<file path="src/rtl/abacus_wb_poller.sv">
// -----------------------------------------------------------------------------
// abacus_wb_poller
//   Wishbone classic master that drives the ABACUS profiler slave port from
//   the host side. It issues single control-register writes and snapshot bursts
//   that read NUM_READS consecutive counter words. Each word is presented on a
//   valid/ready stream.
//
// Ports
//   clk, rst                  clock, synchronous active-high reset
//   wr_req/wr_offset/wr_data  single-cycle write request (offset from base)
//   snap_req                  single-cycle snapshot request
//   busy, done, err           status: in progress, completion pulse, timeout
//   out_valid/out_ready       snapshot word stream handshake
//   out_data/out_index/out_last  word payload, index, final-word flag
//   wb_*                      Wishbone classic master port
//
// All outputs come straight from flops. The flops are loaded from the
// next-state decode, so the outputs line up with the state they describe.
// -----------------------------------------------------------------------------
module abacus_wb_poller #(
   parameter logic [31:0] ABACUS_BASE_ADDR = 32'hf0030000,
   parameter logic [31:0] READ_OFFSET      = 32'h10,
   parameter int unsigned NUM_READS        = 8,
   parameter int unsigned TIMEOUT_CYCLES   = 64
) (
   input  logic        clk,
   input  logic        rst,
   input  logic        wr_req,
   input  logic [7:0]  wr_offset,
   input  logic [31:0] wr_data,
   input  logic        snap_req,
   output logic        busy,
   output logic        done,
   output logic        err,
   output logic        out_valid,
   input  logic        out_ready,
   output logic [31:0] out_data,
   output logic [3:0]  out_index,
   output logic        out_last,
   output logic        wb_cyc,
   output logic        wb_stb,
   output logic        wb_we,
   output logic [31:0] wb_adr,
   output logic [31:0] wb_dat_o,
   input  logic [31:0] wb_dat_i,
   input  logic        wb_ack
);

   typedef enum logic [2:0] {
      S_IDLE,
      S_WR_BUS,
      S_RD_BUS,
      S_PUSH,
      S_FINISH
   } state_e;

   localparam logic [3:0]  LAST_IDX  = 4'(NUM_READS - 1);
   localparam logic [6:0]  WAIT_MAX  = 7'(TIMEOUT_CYCLES - 1);
   localparam logic [31:0] READ_BASE = ABACUS_BASE_ADDR + READ_OFFSET;

   state_e      state_q, state_d;
   logic [3:0]  idx_q, idx_d;
   logic [6:0]  wait_q, wait_d;
   logic        err_q, err_d;
   logic [31:0] adr_q, adr_d;
   logic [31:0] dato_q, dato_d;
   logic [31:0] rdata_q, rdata_d;
   logic        busy_q, done_q, valid_q, last_q, cyc_q, we_q;
   logic        busy_d, done_d, valid_d, last_d, cyc_d, we_d;
   logic [3:0]  idx_inc;

   assign idx_inc = idx_q + 4'd1;

   always_comb begin
      state_d = state_q;
      idx_d   = idx_q;
      wait_d  = wait_q;
      err_d   = err_q;
      adr_d   = adr_q;
      dato_d  = dato_q;
      rdata_d = rdata_q;

      case (state_q)
         S_IDLE: begin
            // A write wins over a simultaneous snapshot; the snapshot is dropped.
            if (wr_req) begin
               state_d = S_WR_BUS;
               adr_d   = ABACUS_BASE_ADDR + {24'd0, wr_offset};
               dato_d  = wr_data;
               err_d   = 1'b0;
               wait_d  = '0;
            end else if (snap_req) begin
               state_d = S_RD_BUS;
               idx_d   = '0;
               adr_d   = READ_BASE;
               err_d   = 1'b0;
               wait_d  = '0;
            end
         end
         S_WR_BUS: begin
            if (wb_ack) begin
               state_d = S_FINISH;
            end else if (wait_q == WAIT_MAX) begin
               state_d = S_FINISH;
               err_d   = 1'b1;
            end else begin
               wait_d  = wait_q + 7'd1;
            end
         end
         S_RD_BUS: begin
            if (wb_ack) begin
               state_d = S_PUSH;
               rdata_d = wb_dat_i;
            end else if (wait_q == WAIT_MAX) begin
               // Aborted burst: go straight to FINISH so no further word is presented.
               state_d = S_FINISH;
               err_d   = 1'b1;
            end else begin
               wait_d  = wait_q + 7'd1;
            end
         end
         S_PUSH: begin
            if (out_ready) begin
               if (idx_q == LAST_IDX) begin
                  state_d = S_FINISH;
               end else begin
                  state_d = S_RD_BUS;
                  idx_d   = idx_inc;
                  adr_d   = READ_BASE + {26'd0, idx_inc, 2'b00};
                  wait_d  = '0;
               end
            end
         end
         S_FINISH: state_d = S_IDLE;
         default:  state_d = S_IDLE;
      endcase

      busy_d  = (state_d != S_IDLE);
      done_d  = (state_d == S_FINISH);
      cyc_d   = (state_d == S_WR_BUS) || (state_d == S_RD_BUS);
      we_d    = (state_d == S_WR_BUS);
      valid_d = (state_d == S_PUSH);
      last_d  = (state_d == S_PUSH) && (idx_d == LAST_IDX);
   end

   always_ff @(posedge clk) begin
      if (rst) begin
         state_q <= S_IDLE;
         idx_q   <= '0;
         wait_q  <= '0;
         err_q   <= 1'b0;
         adr_q   <= '0;
         dato_q  <= '0;
         rdata_q <= '0;
         busy_q  <= 1'b0;
         done_q  <= 1'b0;
         valid_q <= 1'b0;
         last_q  <= 1'b0;
         cyc_q   <= 1'b0;
         we_q    <= 1'b0;
      end else begin
         state_q <= state_d;
         idx_q   <= idx_d;
         wait_q  <= wait_d;
         err_q   <= err_d;
         adr_q   <= adr_d;
         dato_q  <= dato_d;
         rdata_q <= rdata_d;
         busy_q  <= busy_d;
         done_q  <= done_d;
         valid_q <= valid_d;
         last_q  <= last_d;
         cyc_q   <= cyc_d;
         we_q    <= we_d;
      end
   end

   assign busy      = busy_q;
   assign done      = done_q;
   assign err       = err_q;
   assign out_valid = valid_q;
   assign out_data  = rdata_q;
   assign out_index = idx_q;
   assign out_last  = last_q;
   assign wb_cyc    = cyc_q;
   assign wb_stb    = cyc_q;
   assign wb_we     = we_q;
   assign wb_adr    = adr_q;
   assign wb_dat_o  = dato_q;

endmodule

</file>
<file path="config.mk">
export PLATFORM = sky130hd
export DESIGN_NAME = abacus_wb_poller
export DESIGN_NICKNAME = d
export VERILOG_FILES = /design/src/rtl/abacus_wb_poller.sv
export SDC_FILE = /design/constraint.sdc
export NUM_CORES = 1
export LEC_CHECK = 0
export ABC_AREA = 1
export BUFFER_PORTS_ARGS = -buffer_cell sky130_fd_sc_hd__buf_2
export CAP_MARGIN = 5
export CORE_MARGIN = 10
export CORE_UTILIZATION = 46
export DETAILED_ROUTE_END_ITERATION = 10
export PLACE_DENSITY_LB_ADDON = 0.3
export SETUP_SLACK_MARGIN = 0.5
export SLEW_MARGIN = 20
export SYNTH_ARGS = -nofsm -noshare
export SYNTH_HDL_FRONTEND = slang
export SYNTH_SLANG_ARGS = --single-unit
</file>
<file path="constraint.sdc">
create_clock -name clk -period 1.9 [get_ports clk]
set_input_delay 0.38 -clock clk [delete_from_list [all_inputs] [get_ports clk]]
set_output_delay 0.38 -clock clk [all_outputs]
set_load 0.02 [all_outputs]
</file>
==> results.rst <==
.. list-table::
   :header-rows: 1

   * - Metric
     - Value
   * - Hold Violations, Final
     - 0
   * - Critical path launch point type
     - register
   * - Clock Tree Buf Depth
     - 2
   * - Required time of the critical path
     - roughly 2.2 ns
   * - Nets
     - between 800 and 900
   * - Number of vias after detailed routing
     - 4,215
   * - Final total negative setup slack
     - 0 ns
   * - Port Buffers
     - approximately 170
   * - Sequential fraction of the synthesis area
     - 0.4841
   * - CTS tree
     - built
   * - CTS HTree Levels
     - 3
   * - P_int
     - 3.156 mW
   * - Fmax achieved
     - 674.2 MHz
   * - Gate Count Post-Synth
     - around 540
   * - Ports placed on the boundary
     - ~190
   * - Antenna violations before repair
     - 0
   * - Synth Area in Compound Gates
     - 0.1133
   * - RSZ-0062 raised after global routing
     - true
   * - Global placer's final weighted congestion
     - 0.8769
   * - Average cell area after synthesis
     - 7.172 um^2
   * - Class of the worst hold path
     - input pin to register
   * - Clock period minus final worst setup slack
     - about 1.5 ns
   * - Register area
     - about 1900 um^2
   * - Area of the multi-input gates
     - between 2000 and 2500 um^2
   * - Simple logic cell fraction of the synthesized area
     - 0.2823
   * - Power density of the placed cells
     - about 870 nW/um^2
   * - Crit-path leading delay family
     - simple AND/OR/NAND/NOR gates
   * - Area added between synthesis and finish
     - 44.35%
   * - Fraction of the core area covered by cells at the end of the flow
     - 0.6830
   * - WP buf/inv
     - 1
   * - Hold_buf cts
     - 0
   * - Synth Area in Adders
     - 0.009656
   * - Clock slew at reported path FFs
     - 0.10 ns
   * - Status
     - finished clean
   * - Reg2Reg Setup Slack
     - about 0.42 ns
   * - Final-report setup violation count
     - 0
   * - Flops & latches, synth
     - 94
   * - Share of post-route cells with drive strength above 1
     - 0.4225
   * - Initial detailed-routing violation count
     - 170
   * - Clock network fraction of design power
     - 0.243
   * - Dominant combinational cell family by area after synthesis
     - simple AND/OR/NAND/NOR gates
   * - Via/cell ratio
     - slightly above 5
   * - First-pass GRT wire length
     - between 15 and 20 mm
   * - Root buffer selected by CTS
     - sky130_fd_sc_hd__clkbuf_8
   * - Setup Skew
     - ~0.0068 ns
   * - Portion of total power attributed to combinational logic
     - 0.292
   * - Iteration count of the initial detailed-routing pass
     - 4
   * - Antenna diode count
     - 0
   * - Share of power burned in registers
     - 0.465
   * - Worst setup path category
     - register to register
   * - Wire per inst
     - roughly 16 um
   * - Floorplan die width
     - between 100 and 150 um
   * - Maximum capacitance violations
     - 0
   * - Vias in the first global route
     - about 4,000
   * - Number of filler cells placed in the layout
     - a little under 700
   * - DRC violations left
     - 0
   * - Critical Path End Type
     - register
   * - Setup ws final
     - approximately 0.42 ns
   * - All-layer global routing usage
     - 0.1820
   * - Cts bufs inserted
     - 9
   * - Switching part of the total
     - 0.3523
   * - Warning count from the yosys run
     - 0
   * - Number of nets still failing antenna checks after routing
     - 0
   * - Half-perimeter wire length of the detailed placement result
     - 8.638 mm
   * - Post-synthesis mux area share
     - 0
   * - Starting density of the core
     - 0.4731
   * - Standard cell with the maximum stage delay on the critical path
     - sky130_fd_sc_hd__dfxtp_4
   * - Final period util
     - 0.7807
   * - Latest clock arrival within the worst-skew pair
     - roughly 0.36 ns
   * - Area of the placeable core
     - approximately 8200 um^2
   * - Number of distinct library cell variants in the gate-level netlist after synthesis
     - 25
   * - Final total power
     - just under 5 mW
   * - Share of the synthesized netlist area taken by xor and xnor gates
     - 0.004506
   * - Row count
     - 33
   * - Net switching power of the design
     - 1.716 mW
   * - Delay of the slowest cell on the worst path
     - between 0.3 and 0.4 ns
   * - Leftover overflow at the end of global routing
     - 0
   * - Die height
     - 111.9 um
   * - Largest driver fanout on the critical path
     - 6
   * - Crit-path cells
     - ha_4 > nand3_4 > nand2_4 > nand2_4 > nand3_4 > nor2_4 > inv_2 > nand2_1 > a21oi_2
   * - Clock sink total
     - 94
   * - Leakage power total
     - 2.809 nW
   * - Setup Slack @ Placement
     - 0.2075 ns
   * - Most common cell after layout, fill and taps aside
     - sky130_fd_sc_hd__buf_2
   * - Final-report max-slew violation count
     - 0
   * - Arrival time of the worst setup path
     - 1.73 ns
   * - Area enclosed by the die boundary
     - ~13,000 um^2
   * - Largest net degree at the start of global routing
     - 46
   * - Most used cells in the layout excluding fill and tap cells
     - 167 x sky130_fd_sc_hd__buf_2, 159 x sky130_fd_sc_hd__nor2_1, 84 x sky130_fd_sc_hd__dfxtp_1, 54 x sky130_fd_sc_hd__nand2_1, 42 x sky130_fd_sc_hd__o21ai_0
   * - Final hold slack
     - approximately 0.22 ns
   * - Worst IR Drop VDD
     - 464.2 uV
   * - Synthesized area
     - approximately 3900 um^2
   * - Total wire length after detailed routing
     - roughly 13 mm
==> per-layer routing <==
layer	vias to the layer above	wire, um	share of wire	global-route usage
li1	2033	-	-	-
met5	-	0	0	0
met2	210	6833	0.51	0.3127
met3	27	1646	0.12	0.09232
met4	0	272	0.020	0.07614
met1	1945	4660	0.35	0.1827
==> registers in the layout (all words and copies together), names as in the netlist, 3 cells and up <==
signal and count:
wb_adr 9, wait_q 7, out_data 32, state_q 3
wb_dat_o 32, out_index 4
==> tightest hold or removal path: stages <==
cell	delay, ns
sky130_fd_sc_hd__buf_2	0.07
sky130_fd_sc_hd__nor2_1	0.03
sky130_fd_sc_hd__nor2_1	0.06
==> repair_timing <==
action | in CTS | in global routing
setup endpoints to repair | 55 | 94
hold endpoints to repair | 0 | 0
pin swaps | 11 | 44
resized for setup | 32 | 116
buffers inserted | 7 | 14
gates cloned | 1 | 6
==> power by group through the flow <==
stage / sequential [mW] / clock (mW) / combinational, mW
after CTS: 2.24 / 1.21 / 1.14
after floorplan: 2.49 / 0 / 0.540
after detailed placement: 2.28 / 0 / 1.08
after global routing: 2.29 / 1.30 / 1.54
after global placement: 2.28 / 0 / 1.06
final: 2.27 / 1.18 / 1.42
==> cell families (layout without fill, tap and decap cells) <==
family	Yosys count	count (layout)
other	1	18
adder cells (fa/ha/maj)	3	3
AND/OR/NAND/NOR	276	277
XOR/XNOR	2	2
buffers and inverters	79	248
AO/OA/AOI/OAI	87	87
flip-flops	94	94
==> path summary, 6_finish.rpt <==
check	end	depth (start not counted)	start
worst max-delay path	wait_q[5]	9	out_index[0]
worst min-delay path	wb_dat_o[30]	3	wr_data[30]
worst max register to register	wait_q[5]	9	out_index[0]
worst min register to register	out_data[19]	2	out_data[19]
==> Yosys cell counts (all sizes together) <==
| library cell | count | share of area |
|---|---|---|
| clkbuf | 11 | 0.011 |
| nand2 | 70 | 0.069 |
| inv | 32 | 0.031 |
| ha | 3 | 0.0097 |
| a21oi | 7 | 0.0090 |
| nand3 | 24 | 0.032 |
| dfxtp | 94 | 0.48 |
| o21ai | 79 | 0.10 |
| conb | 1 | 0.00096 |
| nand3b | 1 | 0.0019 |
| nand4 | 2 | 0.0032 |
| buf | 36 | 0.064 |
| nor3 | 2 | 0.0026 |
| nor2 | 177 | 0.17 |
| a31oi | 1 | 0.0016 |
| xor2 | 2 | 0.0045 |
==> metrics by stage <==
| stage | area (um^2) | instances |
|---|---|---|
| final | 5612 | 834 |
| after global routing | 5612 | 834 |
| after CTS | 5067 | 814 |
| after detailed placement | 4727 | 791 |
| after global placement | 4727 | 791 |
| after floorplan | 3984 | 559 |
==> cell type report <==
cell class	instances	area share
multi-input cells	387	0.3621
inverters	32	0.02319
well taps	105	0.02341
clock inverters	6	0.006912
clock buffers	9	0.02207
flip-flops and latches	94	0.3402
repair buffers	201	0.2221
(Power assumes the default switching activity.)
